### config.mk
export PLATFORM = sky130hd
export DESIGN_NAME = bcd_cnt_segdis
export DESIGN_NICKNAME = d
export VERILOG_FILES = /design/src/rtl/bcd_cnt_segdis.sv
export SDC_FILE = /design/constraint.sdc
export NUM_CORES = 1
export LEC_CHECK = 0
export ABC_CLOCK_PERIOD_IN_PS = 2400
export BUFFER_PORTS_ARGS = -buffer_cell sky130_fd_sc_hd__buf_2
export CAP_MARGIN = 20
export CORE_AREA = 3 3 73 102
export CTS_CLUSTER_DIAMETER = 200
export DETAILED_ROUTE_END_ITERATION = 16
export DIE_AREA = 0 0 76 105
export GPL_TIMING_DRIVEN = 0
export PLACE_DENSITY = 0.68
export SETUP_SLACK_MARGIN = 0.1
export SLEW_MARGIN = 20
export SYNTH_ARGS = -nofsm -noshare
export SYNTH_HDL_FRONTEND = slang
export SYNTH_SLANG_ARGS = --single-unit
### constraint.sdc
create_clock -name mclk -period 2.4 [get_ports mclk]
set_clock_uncertainty 0.1 [all_clocks]
set_input_delay 0.48 -clock mclk [delete_from_list [all_inputs] [get_ports mclk]]
set_output_delay 0.48 -clock mclk [all_outputs]
set_load 0.05 [all_outputs]
### src/rtl/bcd_cnt_segdis.sv
// 4-digit BCD up/down counter with multiplexed common-anode 7-segment scan.
// Count, carry/borrow and display outputs are registered one cycle after the edge; no backpressure.
module bcd_cnt_segdis #(
  parameter int SCAN_DIV = 1000,
  parameter bit LZB      = 1'b1
) (
  input  logic        mclk,
  input  logic        rst,
  input  logic        tick,
  input  logic        en,
  input  logic        up_dn,
  input  logic        clr,
  output logic [15:0] bcd,
  output logic        co,
  output logic        bo,
  output logic [3:0]  an,
  output logic [6:0]  seg
);

  localparam logic [15:0] SCAN_LAST = 16'(SCAN_DIV - 1);

  logic [3:0][3:0] dig;
  logic [3:0][3:0] dig_nxt;
  logic            wrap;
  logic [15:0]     scnt;
  logic [1:0]      sel;
  logic [3:0]      blank;

  assign bcd = dig;

  function automatic logic [6:0] dec7(input logic [3:0] v);
    case (v)
      4'd0:    dec7 = 7'b1000000;
      4'd1:    dec7 = 7'b1111001;
      4'd2:    dec7 = 7'b0100100;
      4'd3:    dec7 = 7'b0110000;
      4'd4:    dec7 = 7'b0011001;
      4'd5:    dec7 = 7'b0010010;
      4'd6:    dec7 = 7'b0000010;
      4'd7:    dec7 = 7'b1111000;
      4'd8:    dec7 = 7'b0000000;
      4'd9:    dec7 = 7'b0010000;
      default: dec7 = 7'b1111111;
    endcase
  endfunction

  // Ripple through all four digits in one edge; wrap means every digit rolled over.
  always_comb begin
    logic c;
    dig_nxt = dig;
    c       = 1'b1;
    for (int i = 0; i < 4; i++) begin
      if (c) begin
        if (up_dn) begin
          if (dig[i] == 4'd9) begin
            dig_nxt[i] = 4'd0;
          end else begin
            dig_nxt[i] = dig[i] + 4'd1;
            c          = 1'b0;
          end
        end else begin
          if (dig[i] == 4'd0) begin
            dig_nxt[i] = 4'd9;
          end else begin
            dig_nxt[i] = dig[i] - 4'd1;
            c          = 1'b0;
          end
        end
      end
    end
    wrap = c;
  end

  always_ff @(posedge mclk) begin
    if (rst || clr) begin
      dig <= '0;
      co  <= 1'b0;
      bo  <= 1'b0;
    end else begin
      co <= 1'b0;
      bo <= 1'b0;
      if (tick && en) begin
        dig <= dig_nxt;
        co  <= up_dn & wrap;
        bo  <= ~up_dn & wrap;
      end
    end
  end

  always_ff @(posedge mclk) begin
    if (rst) begin
      scnt <= '0;
      sel  <= '0;
    end else if (scnt == SCAN_LAST) begin
      scnt <= '0;
      sel  <= sel + 2'd1;
    end else begin
      scnt <= scnt + 16'd1;
    end
  end

  // A digit blanks only when it and every more significant digit are zero.
  always_comb begin
    logic hz;
    blank = '0;
    hz    = 1'b1;
    for (int i = 3; i >= 1; i--) begin
      hz       = hz & (dig[i] == 4'd0);
      blank[i] = LZB & hz;
    end
  end

  always_ff @(posedge mclk) begin
    if (rst) begin
      an  <= 4'b1111;
      seg <= 7'b1111111;
    end else begin
      an  <= ~(4'b0001 << sel);
      seg <= blank[sel] ? 7'b1111111 : dec7(dig[sel]);
    end
  end

endmodule

After elaboration in Yosys (flattened, before gate mapping) --
Memories as Yosys holds them, arrays and structs flattened. A register that Yosys moved wholly into a read port is not among the register bits. Cells that the tools add are included.
Operators by class: add/sub/neg operators 10, bitwise operators 7, shifts and indexed selects 1, reduce and logical (&&, ||, !) cells 12, equality and inequality tests 5, order comparisons 1, mux-type cells 31
Operators by type and width (count):
- $mux 4 | 13
- $add 16x1->16 const B | 1
- $add 4x1->4 const B | 4
- $eq 16x10->1 const B | 1
- $eq 4x4->1 const B | 4
- $logic_not 4->1 | 4
- $mux 1 | 16
- $sub 4x1->4 const B | 4
- $bmux 4 s2 | 1
- $reduce_and 2->1 | 3
- $reduce_or 2->1 | 3
- $and 1x1->1 | 4
- $not 4->4 | 1
- $shl 1x2->4 const A | 1
- $lt 2x3->1 const B | 1
- $add 2x1->2 const B | 1
- $bmux 1 s2 | 1
- $not 1->1 | 2
- $logic_and 1x1->1 | 1
- $logic_or 1x1->1 | 1
Storage, ports and cells: input port bits 6, memory bits (read-only) 112, register bits 40, output and inout port bits 29, memories kept 1, word-level logic and storage cells 77
Memories:
- (no name shown) | depth 16, width 7, rd ports 1, clocked after Yosys merged registers in 1, wr ports 0, RTL line 32 | case (v)

Longest topological paths before layout --
depth in word-level cells 7, mapped depth 7, gate-level depth less buffers 6

Worst setup path before layout --
No wires, ideal clock.
kind reg2reg, start register dig (netlist bit bcd[3]), end register dig (netlist bit bcd[5]), setup slack 199 ps, cell stages (with the launch flop) 6, path buffers 1, clock period less this slack 2201 ps, data required time 2168 ps, data arrival time 1969 ps, setup time 132 ps, cell sequence dfxtp_1 or3_1 a2111o_1 buf_2 a2111oi_0 nor3_1
Between the ends: word-level cells in the longest chain between the ends 4, elaborated cells on any way between the ends 6, classes of those cells eq/ne (1); mux (3); reduce/logical (2)
RTL lines:
- start, declared | RTL line 22 | logic [3:0][3:0] dig;
- start signal, assigned | RTL line 83 | dig <= dig_nxt;
- $eq 4x4->1 or $logic_not 4->1 (tied branches) | RTL line 55, 62
- $mux 1, on equally long branches | RTL line 55, 62
- $mux 1 (*) | RTL line 54 | if (up_dn) begin
- $reduce_and 2->1 (no source line) (*)
Every way passes the cells marked *; elsewhere a longest branch is shown, timed or not. A chain may end at the register's enable or synchronous reset.

Worst setup path after layout --
start register dig (netlist bit bcd[3]), end register dig (netlist bit bcd[14])
Between the ends: word-level cells in the longest chain between the ends 6, elaborated cells on any way between the ends 8, classes of those cells eq/ne (1); mux (5); reduce/logical (2)
RTL lines:
- $eq 4x4->1 or $logic_not 4->1 (tied branches) | RTL line 55, 62
- $mux 1, on equally long branches | RTL line 55, 62
- $mux 1 (*) | RTL line 54
- $mux 1 (*) (2 in series) | RTL line 53 | if (c) begin
- $reduce_and 2->1 (no source line) (*)
Marked as above.

==> parameters.txt <==
Parameter                              Value

Final layout
  Layout Area Growth over Synthesis    13.1%
  Net count, final    402
  Share of post-route cells with drive strength above 1    14.0%
  Diode count    0
  Fill count    653
  Most frequent cells in the layout    dfxtp_1 (47), buf_2 (36), nor2_1 (35)
  Most common cell after layout, fill and taps aside    dfxtp_1

Outcome
  Outcome    finished, final reports clean

Timing
  Max-Slew Margin vs Limit    58.1%
  Setup repair after global routing missed its margin    true
  Least-Margin Pin Slew    0.624 ns
  Post-layout minimum cycle time    2.22 ns
  Ratio of final minimum period to clock period    92.4%
  Maximum clock rate    451 MHz
  Accumulated negative setup slack    0 ns
  Number of hold violations in the final report    0
  Max-slew violation count    0
  Final setup violation count    0

Global routing
  Number of global-route vias before repair    2539
  Maximum number of pins on one net before global-route repair    14
  Total track usage    17.7%
  Antenna violations before repair    0
  Global-route wire length before repair    11.8 mm
  Residual overflow from global routing    0

Critical path
  Critical path type    reg -> reg
  Arrival time at the worst endpoint    2.30 ns
  Critical path launch point type    flip-flop
  Largest fanout on the critical path    10
  Critical Path End Type    flip-flop
  Data required time at the worst endpoint    2.48 ns

Clock network
  Count of hold buffers inserted by post-cts repair    0
  Clock net sink count    47
  Clock root cell    clkbuf_8
  TritonCTS clock tree    built
  Insertion delay to the later sink of the worst-skew pair    0.31 ns
  CTS H-tree depth    2
  Clock tree buffer depth    2
  Inserted Clock Buffers    5
  Clock-pin transition on the worst setup and hold timing paths    0.10 ns

Drt
  Number of nets still failing antenna checks after routing    0
  Via total after detailed routing    2676
  Number of remaining DRC errors    0
  Wire length reported by the detailed router    6.95 mm
  Number of design-rule violations left by the first detailed-router iteration    173
  Per-cell via count in the routed design    5.59
  Routed len/inst    14.5 um
  Number of search-and-repair iterations in the first detailed-routing pass    5

Synthesis
  Per-instance average area after synthesis    8.10 um2
  Portion of the post-synthesis area used by sequential elements    33.6%
  Synthesized-area fraction occupied by and/or/nand/nor cells    26.6%
  Yosys reg bits    47
  Total standard cell area after synthesis    2800 um2
  Compound-cell area share of the yosys netlist    19.6%
  Number of warnings issued by yosys    0
  Post-synthesis instance total    346
  Share of flip-flops with an asynchronous set or reset after synthesis    0%
  Main combinational cell family by area after synthesis    simple AND/OR/NAND/NOR gates
  Most used flip-flop cell after synthesis    dfxtp_1
  Fraction of synthesized area in multiplexers    4.78%
  Unique masters post-synth    56
  Number of flops mapped to enable cells by yosys    0
  Post-synthesis share of cell area spent on xor and xnor gates    5.62%
  Mapped Nets    362
  Fraction of the mapped netlist area in adder cells    4.46%

Power
  Switching component of the power    430 uW
  Overall power    1490 uW
  Part of the power in registers    54.1%
  Power per cell area    472 nW/um2
  Combinational Power Share    13.9%
  Net switching fraction of the power    28.8%
  Highest ir drop seen on vdd    209 uV
  Fraction of power consumed by the clock network    32.0%
  Leak pwr    0.00115 uW
  Cell internal pwr    1060 uW

Floorplan
  Die Span X    76 um
  Placement row count    35
  Boundary Pins    35
  Area of the die    7980 um2
  Die Span Y    105 um
  Core region area    6610 um2
  Effective utilization at floorplan    42.4%

Placed design
  PortBufs    33
  HPWL reported at the end of detailed placement    5.05 mm
  Gpl congestion    0.870

Min path
  Type of the worst min-delay path    reg -> reg

Flow run
  MaxCap Viol Count    0
## worst paths after layout
kind                            depth (start not counted)  slack [ns]      end  startpoint
worst max register to register                          5        0.18  bcd[14]      bcd[3]
worst min-delay path                                    1        0.34  scnt[0]     scnt[0]
worst min register to register                          1        0.34  scnt[0]     scnt[0]
worst max-delay path                                    5        0.18  bcd[14]      bcd[3]
## critical path, stage by stage (launching register included)
cell	delay [ns]
dfxtp_1	0.41
or3_1	0.41
a2111o_1	0.47
buf_2	0.21
nor3_1	0.36
a211oi_1	0.14
## what timing repair did
| item | in CTS | in global routing |
|---|---|---|
| gates resized for setup | 0 | 8 |
| setup endpoints to repair | 0 | 18 |
| buffers inserted | 0 | 0 |
## cell families after synthesis
family / Yosys count
xor+xnor: 18
buf+inv: 39
compound gates: 85
flops: 47
simple gates: 140
fa+ha+maj: 10
mux: 7
## cells in the mapped netlist, drive strengths merged, types with 7 or more instances
cell,n,area [um2]
a21oi,23,115
and3,7,43.8
clkbuf,25,93.8
dfxtp,47,941
ha,10,125
inv,10,37.5
nand2,21,78.8
nand2b,14,87.6
nand3,7,35.0
nor2,35,131
nor3,12,60.1
o21ai,20,100
or4,7,52.6
xnor2,12,105
## through the flow
| stage | setup slack [ns] | utilization (%) | hold WS [ns] | cells | cell area (um2) |
|---|---|---|---|---|---|
| 4_1_cts | 0.148 | 47.9 | 0.348 | 479 | 3160 |
| 6_report | 0.183 | 47.9 | 0.342 | 479 | 3170 |
| 5_1_grt | 0.0907 | 47.9 | 0.383 | 479 | 3170 |
| 3_5_place_dp | 0.0155 | 46.6 | 0.334 | 471 | 3080 |
| 3_3_place_gp | 0.0259 | 46.6 | 0.324 | 471 | 3080 |
| 2_1_floorplan | 0.199 | - | 0.313 | 346 | 2800 |
## sequential cells by signal, indices dropped and copies added (netlist names)
register / cells
bcd: 16
scnt: 16
seg: 7
an: 4
sel: 2
bo: 1
co: 1
## layout make-up
class / count / area [um2] / share of cell area [%]
timing repair buffer: 33 / 165 / 5.21
buffer: 28 / 113 / 3.55
inverter: 11 / 41.3 / 1.30
tap: 92 / 115 / 3.63
multi-input combinational: 260 / 1710 / 54.0
clock inverter: 1 / 5.00 / 0.158
clock buffer: 7 / 76.3 / 2.41
sequential: 47 / 941 / 29.7
## power by group through the flow
stage	Sequential, uW	Combinational, uW	Clock (uW)
after floorplan	875	106	0
after global placement	827	203	0
after detailed placement	827	205	0
after CTS	809	206	489
after global routing	812	227	524
final	809	208	478
## metal layers
metal | track usage (%) | vias to the layer above | part of all wire, %
li1 | - | 1323 | -
met1 | 21.3 | 1264 | 44
met2 | 31.8 | 77 | 49
met3 | 2.24 | 12 | 4.5
met4 | 6.61 | 0 | 2.0
met5 | 0 | - | 0
(Power assumes the default switching activity.)
